--- src/rtl/sid_pkg.sv ---
// Shared types and constants for the SID voice note sequencer.
package sid_pkg;

  localparam int ENV_W            = 8;
  localparam int FREQ_W           = 16;
  localparam int DUR_W            = 16;
  localparam int TICK_DIV_DEF     = 256;
  localparam int RELEASE_STEP_DEF = 16;

  typedef enum logic [1:0] {
    ST_IDLE    = 2'd0,
    ST_ATTACK  = 2'd1,
    ST_SUSTAIN = 2'd2,
    ST_RELEASE = 2'd3
  } env_state_t;

endpackage

--- src/rtl/sid_tick_gen.sv ---
// Envelope prescaler: counts 0..TICK_DIV-1, tick is high while the count sits
// at TICK_DIV-1. The clear input restarts the count so a new note is phase-aligned.
module sid_tick_gen
  import sid_pkg::*;
#(
  parameter int TICK_DIV = TICK_DIV_DEF
) (
  input  logic clk,
  input  logic rst,
  input  logic clear,
  output logic tick
);

  localparam int CW = (TICK_DIV > 1) ? $clog2(TICK_DIV) : 1;

  logic [CW-1:0] count;

  assign tick = (count == CW'(TICK_DIV - 1));

  always_ff @(posedge clk) begin
    if (rst || clear) begin
      count <= '0;
    end else if (tick) begin
      count <= '0;
    end else begin
      count <= count + 1'b1;
    end
  end

endmodule

--- src/rtl/sid_note_sequencer.sv ---
// Per-voice note sequencer: snapshots the register bank on note_start and runs
// the attack/sustain/release envelope, timed by a prescaled envelope tick.
module sid_note_sequencer
  import sid_pkg::*;
#(
  parameter int TICK_DIV     = TICK_DIV_DEF,
  parameter int RELEASE_STEP = RELEASE_STEP_DEF
) (
  input  logic              clk,
  input  logic              rst,
  input  logic [FREQ_W-1:0] sid_frequency,
  input  logic [DUR_W-1:0]  sid_duration,
  input  logic [ENV_W-1:0]  sid_attack,
  input  logic [ENV_W-1:0]  sid_sustain,
  input  logic [7:0]        sid_waveform,
  input  logic              note_start,
  input  logic              note_stop,
  output logic [FREQ_W-1:0] voice_freq,
  output logic [7:0]        voice_wave,
  output logic [ENV_W-1:0]  env_level,
  output logic              gate,
  output logic              busy,
  output logic              note_done,
  output env_state_t        state
);

  localparam logic [ENV_W-1:0] REL_STEP = ENV_W'(RELEASE_STEP);

  logic             tick;
  logic [DUR_W-1:0] sh_duration;
  logic [ENV_W-1:0] sh_attack;
  logic [ENV_W-1:0] sh_sustain;
  logic [DUR_W-1:0] dur_cnt;

  env_state_t       state_nxt;
  logic [ENV_W-1:0] env_nxt;
  logic [DUR_W-1:0] dur_nxt;
  logic             done_nxt;
  logic [ENV_W-1:0] step;
  logic [ENV_W:0]   sum;

  sid_tick_gen #(.TICK_DIV(TICK_DIV)) u_tick_gen (
    .clk   (clk),
    .rst   (rst),
    .clear (note_start),
    .tick  (tick)
  );

  // Attack of zero means "jump straight to sustain", so use the largest step.
  assign step = (sh_attack == '0) ? '1 : sh_attack;
  assign sum  = {1'b0, env_level} + {1'b0, step};

  always_comb begin
    state_nxt = state;
    env_nxt   = env_level;
    dur_nxt   = dur_cnt;
    done_nxt  = 1'b0;
    if (note_start) begin
      state_nxt = ST_ATTACK;
    end else begin
      case (state)
        ST_ATTACK: begin
          if (note_stop) begin
            state_nxt = ST_RELEASE;
          end else if (tick) begin
            // Also clamps down when a retrigger starts above the new sustain.
            if (sum >= {1'b0, sh_sustain}) begin
              env_nxt   = sh_sustain;
              state_nxt = ST_SUSTAIN;
              dur_nxt   = sh_duration;
            end else begin
              env_nxt = sum[ENV_W-1:0];
            end
          end
        end
        ST_SUSTAIN: begin
          if (note_stop) begin
            state_nxt = ST_RELEASE;
          end else if (tick && (sh_duration != '0)) begin
            dur_nxt = dur_cnt - 1'b1;
            if (dur_cnt == DUR_W'(1)) state_nxt = ST_RELEASE;
          end
        end
        ST_RELEASE: begin
          if (tick) begin
            if (env_level > REL_STEP) begin
              env_nxt = env_level - REL_STEP;
            end else begin
              env_nxt   = '0;
              state_nxt = ST_IDLE;
              done_nxt  = 1'b1;
            end
          end
        end
        default: ;
      endcase
    end
  end

  always_ff @(posedge clk) begin
    if (rst) begin
      state       <= ST_IDLE;
      env_level   <= '0;
      dur_cnt     <= '0;
      note_done   <= 1'b0;
      gate        <= 1'b0;
      busy        <= 1'b0;
      voice_freq  <= '0;
      voice_wave  <= '0;
      sh_duration <= '0;
      sh_attack   <= '0;
      sh_sustain  <= '0;
    end else begin
      state     <= state_nxt;
      env_level <= env_nxt;
      dur_cnt   <= dur_nxt;
      note_done <= done_nxt;
      gate      <= (state_nxt == ST_ATTACK) || (state_nxt == ST_SUSTAIN);
      busy      <= (state_nxt != ST_IDLE);
      if (note_start) begin
        voice_freq  <= sid_frequency;
        voice_wave  <= sid_waveform;
        sh_duration <= sid_duration;
        sh_attack   <= sid_attack;
        sh_sustain  <= sid_sustain;
      end
    end
  end

endmodule

--- config.mk ---
export PLATFORM = sky130hd
export DESIGN_NAME = sid_note_sequencer
export DESIGN_NICKNAME = d
export VERILOG_FILES = /design/src/rtl/sid_pkg.sv /design/src/rtl/sid_tick_gen.sv /design/src/rtl/sid_note_sequencer.sv
export SDC_FILE = /design/constraint.sdc
export NUM_CORES = 1
export LEC_CHECK = 0
export CAP_MARGIN = 20
export CORE_MARGIN = 4
export CORE_UTILIZATION = 55
export DETAILED_ROUTE_END_ITERATION = 7
export GPL_ROUTABILITY_DRIVEN = 0
export PLACE_DENSITY = 0.89
export SKIP_CTS_REPAIR_TIMING = 1
export SLEW_MARGIN = 0
export SYNTH_ARGS = -nofsm -noshare
export SYNTH_HDL_FRONTEND = slang
export SYNTH_SLANG_ARGS = --single-unit
export TNS_END_PERCENT = 5
--- constraint.sdc ---
create_clock -name clk -period 6.2 [get_ports clk]
set_clock_uncertainty 0.05 [all_clocks]
set_input_delay 1.55 -clock clk [delete_from_list [all_inputs] [get_ports clk]]
set_output_delay 1.55 -clock clk [all_outputs]
set_load 0.05 [all_outputs]
**After elaboration in Yosys (flattened, before gate mapping)**

Cells that the tools add are included.

- Register bits: 93
- Output and inout port bits: 37

- $add $sub $neg: 4
- Magnitude comparators: 2
- Equal/unequal tests: 13
- Multiplexer cells: 24
- Bitwise logic cells: 3
- Reduce and logical (&&, ||, !) cells: 12

Operator list:

| operator | number |
|---|---|
| $mux 16 | 5 |
| $mux 8 | 6 |
| $pmux 16 s2 | 1 |
| $mux 2 | 9 |
| $eq 16x1->1 const B | 1 |
| $pmux 8 s2 | 1 |
| $reduce_bool 16->1 | 1 |
| $sub 16x1->16 const B | 1 |
| $ne 2x2->1 const B | 6 |
| $add 8x8->9 | 1 |
| $ge 9x8->1 | 1 |
| $add 8x1->8 const B | 1 |
| $eq 8x8->1 const B | 1 |
| $gt 8x5->1 const B | 1 |
| $logic_not 8->1 | 1 |
| $sub 8x5->8 const B | 1 |
| $reduce_and 7->1 | 1 |
| $eq 2x2->1 const B | 3 |
| $pmux 2 s3 | 1 |
| $reduce_bool 2->1 | 3 |
| $reduce_and 5->1 | 1 |
| $eq 2x1->1 const B | 2 |
| $reduce_or 4->1 | 1 |
| $not 1->1 | 3 |
| other kinds (4) | 5 |

**Depth between registers and ports, before layout**

- Depth in word-level cells: 11
- Depth in mapped cells: 18

**By module**

A second synthesis with hierarchy kept.

- Cells, all modules: 556
- Area total of the unflattened synthesis: 4913.5 um^2

By module, submodules not included:

| module | instances | cells each | area each (um^2) | sequential area each (um^2) |
|---|---|---|---|---|
| sid_note_sequencer | 1 | 517 | 4574.4 | 1701.6 |
| sid_tick_gen | 1 | 39 | 339.1 | 160.2 |

**Least setup slack after synthesis**

OpenSTA, ideal clock, no wires.

- Path type: reg-to-reg
- Start: reg sh_attack[0]
- End: reg gate
- Data arrival time: 3.497 ns
- Slack: 2.526 ns
- Cell stages (with the launch flop): 18
- Buffers on the path: 0
- Cell sequence: dfxtp_1 > nor4_1 > nand2_1 > nand2b_1 > ha_1 > a211oi_1 > o21bai_1 > a21oi_1 > a21oi_1 > xor2_1 > ha_1 > o21ai_0 > nor2_1 > a41oi_1 > a31oi_1 > o31ai_1 > ha_1 > nor2b_1

- Cells in the longest elaborated chain, start to end: 11
- Elaborated cells between the ends (all ways): 12
- Classes of those cells: 1 x add/sub; 1 x order compare; 2 x eq/ne; 6 x mux; 2 x reduce/logical

Ends and longest elaborated chain:

| what | line | source |
|---|---|---|
| start: declaration | sid_note_sequencer.sv:31 | `logic [ENV_W-1:0] sh_attack;` |
| start signal: assignment | sid_note_sequencer.sv:124 | `sh_attack <= sid_attack;` |
| $logic_not 8->1 | sid_note_sequencer.sv:50 | `assign step = (sh_attack == '0) ? '1 : sh_attack;` |
| $mux 8 (*) | sid_note_sequencer.sv:50 |  |
| $add 8x8->9 (*) | sid_note_sequencer.sv:51 | `assign sum = {1'b0, env_level} + {1'b0, step};` |
| $ge 9x8->1 (*) | sid_note_sequencer.sv:67 | `if (sum >= {1'b0, sh_sustain}) begin` |
| $mux 2 (*) | sid_note_sequencer.sv:67 |  |
| $mux 2 (*) | sid_note_sequencer.sv:65 | `end else if (tick) begin` |
| $mux 2 (*) | sid_note_sequencer.sv:63 | `if (note_stop) begin` |
| $pmux 2 s3 (*) | sid_note_sequencer.sv:61 | `case (state)` |
| $mux 2 (*) | sid_note_sequencer.sv:58 | `if (note_start) begin` |
| $eq 2x1->1 or $eq 2x2->1 (tied branches) | sid_note_sequencer.sv:118 | `gate <= (state_nxt == ST_ATTACK) \|\| (state_nxt == ST_SUSTAIN);` |
| $logic_or 1x1->1 (*) | sid_note_sequencer.sv:118 |  |
| end signal: assignment | sid_note_sequencer.sv:118 |  |
| end: declaration | sid_note_sequencer.sv:21 | `output logic gate,` |

Every way passes the cells marked *; elsewhere a longest branch is shown, timed or not.
A chain may end at the register's enable or synchronous reset.

**Worst setup path in the final report**

- Start: reg sh_attack[4]
- End: reg dur_cnt[13]

- Cells in the longest elaborated chain, start to end: 6

Ends and longest elaborated chain:

| what | line | source |
|---|---|---|
| $logic_not 8->1 | sid_note_sequencer.sv:50 |  |
| $mux 8 (*) | sid_note_sequencer.sv:50 |  |
| $add 8x8->9 (*) | sid_note_sequencer.sv:51 |  |
| $ge 9x8->1 (*) | sid_note_sequencer.sv:67 |  |
| $ne 2x2->1 (no source line) (*) | - |  |
| $reduce_and 7->1 (no source line) (*) | - |  |
| end signal: assignment | sid_note_sequencer.sv:116 | `dur_cnt <= dur_nxt;` |
| end: declaration | sid_note_sequencer.sv:33 | `logic [DUR_W-1:0] dur_cnt;` |

Marks and branches as above.

==> metrics.md <==
| Metric | Value |
|---|---|
| Outcome | `complete, no violations` |
| CORE AREA | `0.00830 sq mm` |
| # diodes | `0` |
| CP Launch Point | `sh_attack[4]` |
| Clk pin slew, worst setup/hold paths | `0.10 ns` |
| Post-route setup TNS | `0 ns` |
| Final hold vios | `0` |
| Worst path slowest cell | `a41o_1` |
| GR Util All Layers | `23.7%` |
| Initial antenna violation count | `0` |
| Maximum fanout along the worst path | `31` |
| Total gr overflow | `0` |
| Die ar. | `0.0101 sq mm` |
| FF-to-FF path depth | `15` |
| Crit-path leading delay family | `compound AO/OA/AOI/OAI gates` |
| Post-Synth Adder-Cell Area | `6.51%` |
| Slew Limit Fails | `0` |
| Synthesis warning total | `0` |
| Cells along the critical path | `nor4_1 > nand2_1 > nand2b_1 > ha_1 > fa_1 > a21o_1 > nand4_1 > nand3_1 > xor2_1 > ha_1 > a22o_1 > o41ai_2 > a41o_1 > o21ai_0 > a21oi_1` |
| RR Startpoint | `sh_attack[4]` |
| Slew HR | `27.5%` |
| R2r setup slk | `1.43 ns` |
| Residual DRC | `0` |
| Vias/cell | `5.84` |
| Asr flop ratio synth | `0%` |
| Area leader, netlist | `dfxtp_1` |
| Total power | `1340 uW` |
| Ports | `97` |
| Post-synthesis sequential area ratio | `39.4%` |
| Commonest cells post-synth | `nor2_1 (104), dfxtp_1 (93), mux2i_1 (61)` |
| Post-route ant nets | `0` |
| Initial cell density of the core | `57.0%` |
| H-Tree Depth | `3` |
| CTS tree | `done` |
| Clock Tree Buf Depth | `2` |
| Max Freq | `210 MHz` |
| Multiplexer area fraction after synthesis | `12.9%` |
| RSZ-0062 raised after global routing | `no` |
| First-pass GRT wire length | `19700 um` |
| Count leader, synth | `nor2_1` |
| Nets | `702` |
| Die Y | `101 um` |
| CTS root buffer | `clkbuf_8` |
| Worst slew pin tran | `1.09 ns` |
| Vias | `4250` |
| Starting DRT DRC Count | `313` |
| WP buf/inv | `0` |
| Share of cells above drive strength 1 | `4.17%` |
| Final min period | `4.77 ns` |
| Peak supply drop | `148 uV` |
| Critical Path RT | `6.44 ns` |
| Max_cap viols | `0` |
| PwrDens | `226 mW/mm^2` |
| Critical Path Most Common Cell | `ha_1` |
| Filler instances | `618` |
| Final wirelength | `11800 um` |
| Chip Width | `101 um` |
| Clock latency on the worst-skew pair | `0.37 ns` |
| Largest cells by area after synthesis | `dfxtp_1 (39%), mux2i_1 (13%), nor2_1 (8.3%), ha_1 (6.1%), a21oi_1 (3.0%)` |
| Crit Reg-Reg Endpoint | `dur_cnt[13]` |
| Largest net degree at the start of global routing | `83` |
| Synthesized area per cell | `8.78 sq um` |
| WP depth | `15` |
| CP startpoint kind | `flip-flop` |
| Tcrit/Tclk final | `77.0%` |
| Row count | `33` |
| Main synth FF type | `dfxtp_1` |
| #FFs+latches synth | `93` |
| Synthesis-to-layout area growth | `24.8%` |
| Critical path class | `reg -> reg` |
| Port Buffers | `96` |
| Vias in the first global route | `4244` |
| CP Capture Type | `flip-flop` |
| Netlist cell types | `56` |
| Syn Nets | `623` |
| Mapped Cells | `539` |
| CTS buffer count | `9` |
| Hold Crit Class | `reg -> reg` |
| Worst EP arrival | `5.02 ns` |
| DR WL/cell | `16.2 um` |
| Top-area cell type share of the netlist area | `39.4%` |
| Simple-gate share of the synthesized area | `19.3%` |
| Post-synthesis xor/xnor area fraction | `2.22%` |
| Slowest stage delay, CP | `0.99 ns` |
| Setup-failing EPs final | `0` |
| Synth Area in Compound Gates | `15.5%` |
| Largest family of logic cells by synthesized area | `simple AND/OR/NAND/NOR gates` |
| Worst setup path end | `dur_cnt[13]` |
| First-pass detailed-route iteration total | `5` |
| Worst Min Path Start | `u_tick_gen.count[0]` |
| Post-synth EDFFs | `0` |
| Clock Sinks | `93` |
| Detail Placement HPWL | `8310 um` |
| Pleak | `0.00245 uW` |
| Synthesized cell area | `0.00473 sq mm` |
-- sequential cells by signal, indices dropped and copies added, names as in the netlist, 2 cells and up --
register,cells
dur_cnt,16
sh_duration,16
voice_freq,16
env_level,8
sh_attack,8
sh_sustain,8
u_tick_gen.count,8
voice_wave,8
state,2
-- cell usage in the layout (no fill, tap or decap), types with 8 or more instances in the layout --
| cell | instances |
|---|---|
| nand3_1 | 9 |
| clkdlybuf4s50_1 | 94 |
| inv_1 | 17 |
| nand2_1 | 20 |
| nand2b_1 | 11 |
| o31ai_1 | 11 |
| o21ai_0 | 10 |
| ha_1 | 23 |
| nor2_1 | 104 |
| clkbuf_8 | 10 |
| o211ai_1 | 10 |
| dfxtp_1 | 93 |
| nor4_1 | 8 |
| a21oi_1 | 28 |
| nor3_1 | 12 |
| mux2i_1 | 61 |
-- final cells by class --
cell class	instances	area, sq um	share of cell area (%)
multi-input combinational	398	2670	45.2
sequential	93	1860	31.5
timing repair buffer	98	968	16.4
clock buffer	11	141	2.39
tap	105	131	2.23
inverter	18	67.6	1.14
clock inverter	5	66.3	1.12
-- where the power goes --
| group | internal, uW | leakage (uW) | total [uW] | switching [uW] |
|---|---|---|---|---|
| clock | 203 | 0.000102 | 428 | 225 |
| combinational | 119 | 0.00158 | 267 | 148 |
| sequential | 621 | 0.000762 | 640 | 18.8 |
| total | 943 | 0.00245 | 1340 | 392 |
-- worst min path at each step --
stage	depth (start not counted)	slack, ns	endpoint
floorplan	1	0.38	u_tick_gen.count[0]
global placement	1	0.39	u_tick_gen.count[0]
detailed placement	1	0.40	u_tick_gen.count[0]
CTS	2	0.42	dur_cnt[14]
global route	1	0.46	u_tick_gen.count[0]
finish	1	0.42	u_tick_gen.count[0]
-- worst reg2reg max path, stage by stage, from the launching register on --
cell      delay, ns
dfxtp_1        0.33
nor4_1         0.33
nand2_1        0.24
nand2b_1       0.14
ha_1           0.21
fa_1           0.23
a21o_1         0.14
nand4_1        0.13
nand3_1        0.13
xor2_1         0.25
ha_1           0.31
a22o_1         0.24
o41ai_2        0.53
a41o_1         0.99
o21ai_0        0.27
a21oi_1        0.19
-- cell families (layout without fill, tap and decap cells) --
logic type                 after synthesis  in the layout
and+or+nand+nor                        195            195
AOI/OAI and AO/OA                      106            106
muxes                                   61             61
adders and majority gates               24             24
buffers and inverters                   48            132
DFF                                     93             93
xor gates and xnor gates                12             12
-- stage by stage --
stage	setup WS, ns	instances	instance area [sq um]	hold WS, ns	utilization, %
after floorplan	2.53	539	4730	0.380	-
after global placement	1.98	712	5700	0.393	68.6
after detailed placement	1.60	712	5700	0.401	68.6
after CTS	1.58	728	5900	0.422	71.1
after global routing	1.08	728	5900	0.459	71.1
final	1.43	728	5900	0.420	71.1
-- metal layers --
metal	global-route usage, %	wire length [um]	vias to the layer above
met2	39.3	5490	181
li1	-	-	2078
met5	0	0	-
met3	6.57	961	26
met4	7.25	221	0
met1	29.9	5100	1965
No activity file was read; power rests on OpenSTA's default activity.
